===== src/rtl/bcd_countdown_timer.sv =====
// BCD M:SS countdown register: keypad digits shift in while idle, one-second
// decrements while enabled, with a zero flag and a registered done pulse.
module bcd_countdown_timer #(
    parameter logic [3:0] MAX_DIGIT     = 4'd9,
    parameter logic [3:0] SEC_TENS_WRAP = 4'd5
) (
    input  logic       clock,
    input  logic       clearn,
    input  logic [3:0] data,
    input  logic       loadn,
    input  logic       pgt_1Hz,
    input  logic       en,
    output logic [3:0] sec_ones,
    output logic [3:0] sec_tens,
    output logic [3:0] mins,
    output logic       zero,
    output logic       done,
    output logic [1:0] dbg_state_o
);

    typedef enum logic [1:0] {
        ST_EMPTY = 2'd0,
        ST_SET   = 2'd1,
        ST_RUN   = 2'd2,
        ST_DONE  = 2'd3
    } state_t;

    state_t     state_q, state_d;
    logic [3:0] ones_q, ones_d;
    logic [3:0] tens_q, tens_d;
    logic [3:0] mins_q, mins_d;
    logic       done_q, done_d;
    logic       loadn_q;

    logic count_zero;
    logic at_one;
    logic key_valid;
    logic dec;

    assign count_zero = (mins_q == 4'd0) && (tens_q == 4'd0) && (ones_q == 4'd0);
    assign at_one     = (mins_q == 4'd0) && (tens_q == 4'd0) && (ones_q == 4'd1);
    // A key is one falling edge of loadn; holding it low does not repeat.
    assign key_valid  = loadn_q && !loadn && !en && (data <= MAX_DIGIT);
    assign dec        = pgt_1Hz && en && !count_zero;

    always_ff @(posedge clock or negedge clearn) begin
        if (!clearn) begin
            state_q <= ST_EMPTY;
            ones_q  <= 4'd0;
            tens_q  <= 4'd0;
            mins_q  <= 4'd0;
            done_q  <= 1'b0;
            loadn_q <= 1'b1;
        end else begin
            state_q <= state_d;
            ones_q  <= ones_d;
            tens_q  <= tens_d;
            mins_q  <= mins_d;
            done_q  <= done_d;
            loadn_q <= loadn;
        end
    end

    always_comb begin
        state_d = state_q;
        case (state_q)
            ST_EMPTY: if (key_valid) state_d = ST_SET;
            ST_SET: begin
                if (key_valid)                 state_d = ST_SET;
                else if (en && !count_zero)    state_d = ST_RUN;
                else if (en)                   state_d = ST_EMPTY;
            end
            ST_RUN: begin
                if (!en)                       state_d = ST_SET;
                else if (dec && at_one)        state_d = ST_DONE;
            end
            ST_DONE: begin
                if (key_valid)                 state_d = ST_SET;
                else if (!en)                  state_d = ST_EMPTY;
            end
            default:                           state_d = ST_EMPTY;
        endcase
    end

    // Tick and key are mutually exclusive (key needs en=0, tick needs en=1).
    always_comb begin
        ones_d = ones_q;
        tens_d = tens_q;
        mins_d = mins_q;
        done_d = 1'b0;
        if (dec) begin
            done_d = at_one;
            if (ones_q != 4'd0) begin
                ones_d = ones_q - 4'd1;
            end else begin
                ones_d = 4'd9;
                if (tens_q != 4'd0) begin
                    tens_d = tens_q - 4'd1;
                end else begin
                    tens_d = SEC_TENS_WRAP;
                    mins_d = mins_q - 4'd1;
                end
            end
        end else if (key_valid) begin
            mins_d = tens_q;
            tens_d = ones_q;
            ones_d = data;
        end
    end

    always_comb begin
        sec_ones    = ones_q;
        sec_tens    = tens_q;
        mins        = mins_q;
        zero        = count_zero;
        done        = done_q;
        dbg_state_o = state_q;
    end

endmodule


===== config.mk =====
export PLATFORM = sky130hd
export DESIGN_NAME = bcd_countdown_timer
export DESIGN_NICKNAME = d
export VERILOG_FILES = /design/src/rtl/bcd_countdown_timer.sv
export SDC_FILE = /design/constraint.sdc
export NUM_CORES = 1
export LEC_CHECK = 0
export BUFFER_PORTS_ARGS = -buffer_cell sky130_fd_sc_hd__buf_2
export CORE_UTILIZATION = 47
export DETAILED_ROUTE_END_ITERATION = 8
export MAX_ROUTING_LAYER = met4
export PLACE_DENSITY = 0.74
export SETUP_SLACK_MARGIN = 0.02
export SYNTH_ARGS = -nofsm -noshare
export SYNTH_HDL_FRONTEND = slang
export SYNTH_SLANG_ARGS = --single-unit

===== constraint.sdc =====
create_clock -name clock -period 1.8 [get_ports clock]
set_clock_uncertainty 0.1 [all_clocks]
set_input_delay 0.27 -clock clock [delete_from_list [all_inputs] [get_ports clock]]
set_output_delay 0.27 -clock clock [all_outputs]
set_load 0.05 [all_outputs]

==> results of run 1 <==
critical path, stage by stage, from the launching register on:
cell	delay, ns
dfrtp_2	0.42
inv_2	0.09
ha_4	0.13
nor3b_4	0.25
buf_4	0.16
buf_6	0.13
a31oi_4	0.14
buf_6	0.16
mux2i_1	0.19
mux2i_1	0.11
logic make-up (layout without fill, tap and decap cells):
group	Yosys count	in the layout	share of synthesized area
adder cells (fa/ha/maj)	2	2	0.02392
multiplexers	2	2	0.01914
flip-flops	16	16	0.3840
AND/OR/NAND/NOR	33	33	0.2249
AO/OA/AOI/OAI	39	39	0.2907
buffers and inverters	14	75	0.05742
repair_timing:
action / in CTS / in global routing
hold buffers: 2 / 0
pin swaps: 2 / 13
setup endpoints to repair: 8 / 12
endpoints found under the hold margin: 16 / 0
resized for setup: 9 / 16
setup buffers: 6 / 5
registers in the layout (all words and copies together), names as in the netlist:
register	count
mins	4
sec_ones	4
sec_tens	4
dbg_state_o	2
done	1
loadn_q	1
where the power goes:
| part | switching (mW) | internal [mW] | total, mW |
|---|---|---|---|
| clock | 0.128 | 0.123 | 0.251 |
| combinational | 1.23 | 0.840 | 2.07 |
| sequential | 0.154 | 0.498 | 0.651 |
Yosys cell counts (2+ instances only):
cell and instances:
o211ai_1 2, clkbuf_1 3, a211oi_1 3, nor3b_4 2
o2bb2ai_1 3, ha_1 2, mux2i_1 2, o21ai_2 2
dfrtp_1 15, inv_1 10, nand2_1 7, nand3_1 4
nand3b_1 2, and3_1 2, a32oi_1 2, nor4_4 2
nor2_1 5, o21ai_0 6, nor3_1 3, a22oi_1 2
a21oi_1 5
area by class of cell:
type | instances | area [um2] | share of cell area
Multi-Input combinational cell | 76 | 693.2 | 0.4165
Tap cell | 27 | 33.78 | 0.02030
Timing Repair Buffer | 61 | 446.7 | 0.2684
Sequential cell | 16 | 412.9 | 0.2481
Inverter | 10 | 41.29 | 0.02481
Clock buffer | 4 | 36.28 | 0.02180
worst paths after layout:
check / slack [ns] / depth (start not counted) / to
min in group asynchronous: 0.32 / 2 / mins[3]
min reg2reg: 0.49 / 2 / dbg_state_o[0]
min: 0.12 / 3 / sec_ones[2]
max reg2reg: -0.19 / 9 / mins[1]
max in group asynchronous: 0.96 / 2 / loadn_q
max: -0.19 / 9 / mins[1]
through the flow:
stage,setup slack [ns],area (um2)
after floorplan,-0.1611,1077
after global placement,-0.03850,1396
after detailed placement,-0.1329,1396
after CTS,-0.1366,1545
after global routing,-0.2352,1664
final,-0.1898,1664
per-layer routing:
metal / wire, um / GRT usage / vias up
li1: - / - / 531
met1: 1557 / 0.3878 / 591
met2: 1798 / 0.4840 / 74
met3: 253 / 0.03738 / 10
met4: 66 / 0.07353 / 0
met5: 0 / - / -
==> metrics.txt, run 1 <==
die width=49.18 um; Leak Pwr=about 0.72 nW; IO Pins=25; FMAX=502.6 MHz; peak supply drop=1154 uV; #FFs+latches synth=16; RSZ-0062 raised after global routing=yes; post-synthesis sequential area ratio=0.3840; Clk pin slew, worst setup/hold paths=around 0.1 ns; Crit Path Max Fanout=5; via count=approximately 1200; routability cong.=0.9142; Unique masters post-synth=43; Num CTS Buffers=3; failing checks=negative setup slack; RR Startpoint=mins[1]; asr flop ratio synth=1.000; GR Overflow Total=0; Layout fillers=132; clock latency on the worst-skew pair=0.29 ns; DR pass1 iterations=4; initial antenna violation count=0; clock root cell=clkbuf_4; Routed Antenna Nets=0; layout cells sized above 1=0.5749; worst setup path startpoint=mins[1]; final hold violation count=0; hold_ws=around 0.12 ns; CP Capture Type=flop; Initial Utilization=0.5173; critical path arrival=2.07 ns; synthesized area=0.001046 mm2; most common cell after layout, fill and taps aside=buf_4; crit share post-route=1.105; Finish-stage setup viols=7; hpwl dp=2229 um; DRT iter0 DRCs=69; htree depth=1; fin nets=179; post-synth top area share=0.3589; largest buffer count on any clock path=2; average vias per placed instance=6.216; setup TNS=-0.9579 ns; slew at the pin with the worst max-slew slack=0.5960 ns; Post-Syn Instances=about 110; Yosys warnings=0; CTS tree=done; crit path time final=1.990 ns; number of remaining DRC errors=0; clock sink count=16; Max-slew headroom=0.6017; die area=0.002418 mm2; Layout area overhead=59.09%; final WL=3676 um; gr usage total=0.2964; Post-synth EDFFs=0; first-pass GRT wire length=5292 um; commonest cells after routing, fill and taps aside=26 x buf_4, 23 x buf_2, 9 x dfrtp_2, 9 x buf_6, 7 x inv_1; DR WL/cell=18.95 um; syn nets=117; worst min-delay path category=primary input to flop; vias in the first global route=around 1100; fin util=0.8230; Mean Syn Cell Area=9.868 um2; Area contributors post-synth=dfrtp_1 36%, nor4_4 4.1%, inv_1 3.6%; die height=49.18 um; Finished Layout Cells=194; Tot Pwr=roughly 3.0 mW; max-slew violation count=0; power per cell area=1784 mW/mm2; min-delay src=data[2]; area of the core=roughly 0.002 mm2; dpl cells=178; crit path kind=flop to flop; Critical Path RT=1.88 ns; max-cap viol count=0; outcome=finished with violations; Startpoint Class=flop; largest net degree at the start of global routing=17; Main synth FF type=dfrtp_1; Worst Setup Slack, final=-0.1898 ns; cell type with the largest total area after synthesis=dfrtp_1; ant diodes=0; PortBufs=24; row count=16
(Power assumes the default switching activity.)
==> run 2: changes to the inputs <==
--- a/config.mk
+++ b/config.mk
@@ -5,10 +5,9 @@
 export SDC_FILE = /design/constraint.sdc
 export NUM_CORES = 1
 export LEC_CHECK = 0
-export BUFFER_PORTS_ARGS = -buffer_cell sky130_fd_sc_hd__buf_2
-export CORE_UTILIZATION = 47
+export BUFFER_PORTS_ARGS = -buffer_cell sky130_fd_sc_hd__buf_4
+export CORE_UTILIZATION = 49
 export DETAILED_ROUTE_END_ITERATION = 8
-export MAX_ROUTING_LAYER = met4
 export PLACE_DENSITY = 0.74
 export SETUP_SLACK_MARGIN = 0.02
 export SYNTH_ARGS = -nofsm -noshare
==> constraint.sdc (replaced) <==
create_clock -name clock -period 2.3 [get_ports clock]
set_clock_uncertainty 0.1 [all_clocks]
set_input_delay 0.345 -clock clock [delete_from_list [all_inputs] [get_ports clock]]
set_output_delay 0.345 -clock clock [all_outputs]
set_load 0.05 [all_outputs]
==> run 2 against run 1 <==
Compared with the run above: critical path depth fell by 5; utilization shrank 15 points; the flow now finishes without violations; final cell count shrank 15%; worst hold slack lost 0.069 ns.
==> metrics.txt, run 2 (synthesis gave the netlist of run 1 again) <==
routability cong.=0.8109 (-11%); power share of the clock group=0.106 (+0.021); Crit-path slowest cell=dfrtp_1; vias in the first global route=891 (-21%); max-cap viol count=0 (unchanged); hpwl dp=1844 um (-17%); RSZ-0062 raised after global routing=no; Critical Path RT=1.86 ns (-0.02 ns); Initial Utilization=0.5278 (+0.01045); Finish-stage setup viols=0 (-7); register share of total power=0.297 (+0.078); area post-placement=0.001267 mm2 (-9.2%); Switch Pwr=0.9286 mW (-38%); PostCTS Resize Cnt=0 (-9); htree depth=1 (unchanged); first-pass GRT wire length=4071 um (-23%); area of the core=0.001982 mm2 (-2.0%); DR WL/cell=15.11 um (-20%); clock sink count=16 (unchanged); clock latency on the worst-skew pair=0.29 ns (about the same); Gate power share=0.597 (-0.099); IO Pins=25 (unchanged); largest net degree at the start of global routing=17 (unchanged); Net Sw Frac=0.5137 (+0.005705); average vias per placed instance=6.012 (-3.3%); GR Overflow Total=0 (unchanged); peak supply drop=869.7 uV (-25%); ant diodes=0 (unchanged); final WL=2493 um (-32%); end of the critical path=zero; die area=0.002323 mm2 (-3.9%); final hold violation count=0 (unchanged); Tot Pwr=1.808 mW (-39%); fin nets=150 (-16%); FMAX=~470 MHz; Layout area overhead=27.75%; Post-Layout Inst Area=0.001336 mm2 (-20%); DRT iter0 DRCs=33 (-52%); crit path time final=about 2.1 ns; Post-Place Worst Slack=0.2765 ns (+0.4094 ns); Num CTS Buffers=3 (unchanged); Routed Antenna Nets=0 (unchanged); setup TNS=0 ns (+0.9579 ns); Clk pin slew, worst setup/hold paths=0.10 ns (about the same); most common cell after layout, fill and taps aside=buf_4; max-slew violation count=0 (unchanged); crit path kind=flop to output pin; GR met1 Demand/Resource=0.3432 (-0.04461); initial antenna violation count=0 (unchanged); PortBufs=24 (unchanged); DR pass1 iterations=5 (+1); R2R depth=7 (-2); max incr delay on CP=0.49 ns (+0.07 ns); CP Capture Type=output pin; clock root cell=clkbuf_4; Int Pwr=0.8791 mW (-40%); outcome=finished, final reports clean; die width=48.20 um (-2.0%); power per cell area=1353 mW/mm2 (-24%); largest buffer count on any clock path=2 (unchanged); via count=992 (-18%); CTS tree=done; busiest layer in global routing=met2; number of remaining DRC errors=0 (unchanged); GR Util met2=0.4053 (-0.07868); commonest cells after routing, fill and taps aside=31 x buf_4, 15 x dfrtp_1, 10 x inv_1, 7 x nand2_1, 6 x o21ai_0; row count=16 (unchanged); r2r setup slk=0.30 ns (+0.49 ns); Max-slew headroom=0.6858 (+0.08412); grt met3 use=0.04444 (+0.007061); Startpoint Class=flop; slew at the pin with the worst max-slew slack=0.4701 ns (-0.1259 ns); Crit Path Max Fanout=7 (+2); Leak Pwr=0.5925 nW (-18%); die height=48.20 um (-2.0%); layout cells sized above 1=0.3406 (-0.2343); worst r2r dst=sec_tens[1]; gr usage total=0.2552 (-0.04122); RR Startpoint=mins[0]; crit-path cells=nor4_4 > nand3_1 > inv_1 > buf_4; Worst Setup Slack, final=0.1637 ns (+0.3534 ns); worst setup path startpoint=sec_tens[2]; critical path arrival=1.69 ns (-0.38 ns); worst min-delay path category=primary input to flop; crit share post-route=0.9288
==> run 2: changes by cell type in the layout (fill, tap and decap cells not counted), sizes merged <==
cell / previous run / this run
buf: 59 / 31
clkinvlp: 1 / 0
dlygate4sd3: 2 / 1
inv: 9 / 10
==> run 2: worst max-delay path, delay by kind of cell (launching register included) <==
family	cells	cell delay [ns]
simple gates	2	0.61
flops	1	0.49
buf+inv	2	0.31
==> run 2: final cells by class <==
| type | instances | area [um2] |
|---|---|---|
| flip-flops and latches | 16 | 401.6 |
| clock buffers | 4 | 36.28 |
| multi-input cells | 76 | 584.3 |
| well taps | 27 | 33.78 |
| fillers | 169 | 645.6 |
| repair buffers | 32 | 242.7 |
| inverters | 10 | 37.54 |
==> run 2: worst min path at each step <==
stage / start / to / depth (start not counted)
floorplan: clearn / dbg_state_o[0] / 0
global placement: clearn / done / 1
detailed placement: clearn / done / 1
CTS: loadn / loadn_q / 1
global route: loadn / loadn_q / 1
finish: loadn / loadn_q / 1
==> run 2: routing by layer <==
layer | vias up | wire length, um
met3 | 4 | 115
li1 | 474 | -
met4 | 0 | 29
met5 | - | 0
met2 | 32 | 1269
met1 | 482 | 1079
==> run 2: power by group through the flow <==
| stage | clock [mW] | sequential, mW | combinational (mW) |
|---|---|---|---|
| floorplan | 0 | 0.854 | 0.422 |
| global placement | 0 | 0.538 | 1.01 |
| detailed placement | 0 | 0.543 | 1.03 |
| CTS | 0.198 | 0.538 | 1.05 |
| global route | 0.208 | 0.558 | 1.16 |
| finish | 0.192 | 0.537 | 1.08 |
==> run 2: per-stage QoR <==
stage	cells	hold WS, ns	utilization
CTS	163	0.05224	0.6667
global placement	157	0.1158	0.6395
global route	165	0.04881	0.6742
floorplan	106	-0.05059	-
detailed placement	157	0.1193	0.6395
finish	165	0.05419	0.6742
==> run 2: what timing repair did <==
action / in CTS / in global routing
setup endpoints to repair: 1 / 1
setup buffers: 1 / 2
pin swaps: 1 / 1
endpoints found under the hold margin: 15 / 0
hold buffers: 1 / 0
==> run 3: changes to the inputs <==
--- a/config.mk
+++ b/config.mk
@@ -6,9 +6,8 @@
 export NUM_CORES = 1
 export LEC_CHECK = 0
 export BUFFER_PORTS_ARGS = -buffer_cell sky130_fd_sc_hd__buf_4
-export CORE_UTILIZATION = 49
+export CORE_UTILIZATION = 32
 export DETAILED_ROUTE_END_ITERATION = 8
-export PLACE_DENSITY = 0.74
 export SETUP_SLACK_MARGIN = 0.02
 export SYNTH_ARGS = -nofsm -noshare
 export SYNTH_HDL_FRONTEND = slang
==> run 3 against run 2 <==
Compared with the run above: worst hold slack better by 0.0097 ns; final cell count is 10% higher; sequential power hardly changed; critical path depth is 1 higher; register-to-register slack hardly changed; die area is 51% higher; worst setup slack better by 0.012 ns; first-iteration DRC count is 39% lower; largest power group unchanged.
==> metrics.txt, run 3 (synthesis gave the netlist of run 1 again) <==
max-slew violation count=0 (unchanged); initial antenna violation count=0 (unchanged); CP dominant cell by count=buf_4; RSZ-0062 raised after global routing=no; first-pass GRT wire length=4498 um (+10%); Net Sw Frac=0.5290 (+0.01526); Num CTS Buffers=3 (unchanged); max-cap viol count=0 (unchanged); outcome=finished, final reports clean; worst setup path startpoint=sec_ones[3]; Leak Pwr=0.5859 nW (-1.1%); critical path arrival=1.68 ns (about the same); largest buffer count on any clock path=2 (unchanged); htree depth=1 (unchanged); CTS tree=done; ant diodes=0 (unchanged); die width=59.18 um (+23%); Gate power share=0.609 (+0.012); power share of the clock group=0.089 (-0.017); Post-Layout Inst Area=0.001348 mm2 (+0.84%); r2r setup slk=0.30 ns (about the same); layout cells sized above 1=0.3333 (-0.007246); die area=0.003502 mm2 (+51%); end of the critical path=zero; register share of total power=0.302 (+0.005); hpwl dp=2061 um (+12%); gr usage total=0.1726 (-0.08258); clock root cell=clkbuf_4; CP Capture Type=output pin; Startpoint Class=flop; crit path time final=2.124 ns (-0.01210 ns); Initial Utilization=0.3398 (-0.1879); Crit Path Max Fanout=7 (unchanged); Clk pin slew, worst setup/hold paths=0.09 ns (about the same); Switch Pwr=0.9443 mW (+1.7%); Int Pwr=0.8409 mW (-4.3%); CP top delay family=simple AND/OR/NAND/NOR gates; die height=59.18 um (+23%); commonest cells after routing, fill and taps aside=31 x buf_4, 15 x dfrtp_1, 10 x inv_1, 7 x nand2_1, 6 x o21ai_0; Routed Antenna Nets=0 (unchanged); via count=985 (-0.71%); RR Startpoint=mins[0]; power per cell area=1325 mW/mm2 (-2.1%); Layout area overhead=28.83%; final WL=2755 um (+11%); clock latency on the worst-skew pair=0.29 ns (about the same); setup TNS=0 ns (unchanged); PortBufs=24 (unchanged); DR pass1 iterations=4 (-1); slew at the pin with the worst max-slew slack=0.4670 ns (-0.003101 ns); peak supply drop=700.5 uV (-19%); area of the core=0.003078 mm2 (+55%); worst r2r dst=sec_tens[1]; worst min-delay path category=primary input to flop; PostCTS Resize Cnt=0 (unchanged); R2R depth=7 (unchanged); GR Overflow Total=0 (unchanged); Crit-path slowest cell=dfrtp_1; crit-path cells=buf_4 > nor4_4 > nand3_1 > inv_1 > buf_4; area post-placement=0.001296 mm2 (+2.3%); clock sink count=16 (unchanged); most common cell after layout, fill and taps aside=buf_4; fin nets=150 (unchanged); crit path kind=flop to output pin; Crit path depth=5 (+1); vias in the first global route=945 (+6.1%); average vias per placed instance=5.412 (-10%); Max-slew headroom=0.6879 (+0.002073); hold_ws=0.06385 ns (+0.009652 ns); IO Pins=25 (unchanged); DRT iter0 DRCs=20 (-39%); final hold violation count=0 (unchanged); routability cong.=0.8578 (+5.8%); row count=20 (+4); crit share post-route=0.9236 (-0.005262); Finish-stage setup viols=0 (unchanged); Buf/Inv on CP=3 (+1); DR WL/cell=15.14 um (+0.19%); FMAX=470.8 MHz (+0.57%); largest net degree at the start of global routing=17 (unchanged); number of remaining DRC errors=0 (unchanged); max incr delay on CP=0.40 ns (-0.09 ns); Critical Path RT=1.86 ns (about the same)
==> run 3: repair_timing <==
action                     CTS  global route
setup buffers                2             0
hold buffers                 1             0
setup endpoints to repair    1             0
hold endpoints to repair    15             0
==> run 3: area by class of cell <==
cell class,instances,area [um2]
clock buffer,4,26.28
inverter,10,37.54
fill,321,1730
sequential,16,401.6
timing repair buffer,32,242.7
multi-input combinational,76,584.3
tap,44,55.05
==> run 3: through the flow <==
| step | worst slack (ns) | utilization | power [mW] | instances |
|---|---|---|---|---|
| after floorplan | 0.1049 | - | 1.276 | 106 |
| after global placement | 0.3138 | 0.4211 | 1.570 | 175 |
| after detailed placement | 0.2818 | 0.4211 | 1.585 | 175 |
| after CTS | 0.1490 | 0.4378 | 1.788 | 182 |
| after global routing | 0.08185 | 0.4378 | 1.876 | 182 |
| final | 0.1758 | 0.4378 | 1.785 | 182 |
==> run 3: routing by layer <==
layer | GRT usage | wire, um
met1 | 0.2242 | 1306
met2 | 0.2890 | 1329
met3 | 0.04585 | 91
met4 | 0.03401 | 28
met5 | 0 | 0
==> run 3: worst min-delay path by stage <==
stage	from	endpoint	slack, ns	cells past startpoint
floorplan	clearn	dbg_state_o[0]	-0.05	0
global placement	clearn	done	0.12	1
detailed placement	clearn	mins[1]	0.12	1
CTS	loadn	loadn_q	0.05	1
global route	loadn	loadn_q	0.05	1
finish	loadn	loadn_q	0.06	1
==> run 3: power groups by stage <==
stage | sequential (mW) | clock, mW | combinational [mW]
after detailed placement | 0.544 | 0 | 1.04
after floorplan | 0.854 | 0 | 0.422
after global routing | 0.555 | 0.175 | 1.15
final | 0.539 | 0.159 | 1.09
after CTS | 0.539 | 0.167 | 1.08
after global placement | 0.539 | 0 | 1.03
==> run 3: worst reg2reg max path: cells and delay by family (launching register included) <==
family | cells | cell delay (ns)
AO/OA/AOI/OAI | 2 | 0.57
flip-flops | 1 | 0.39
buffers and inverters | 2 | 0.27
AND/OR/NAND/NOR | 2 | 0.34
adder cells (fa/ha/maj) | 1 | 0.20
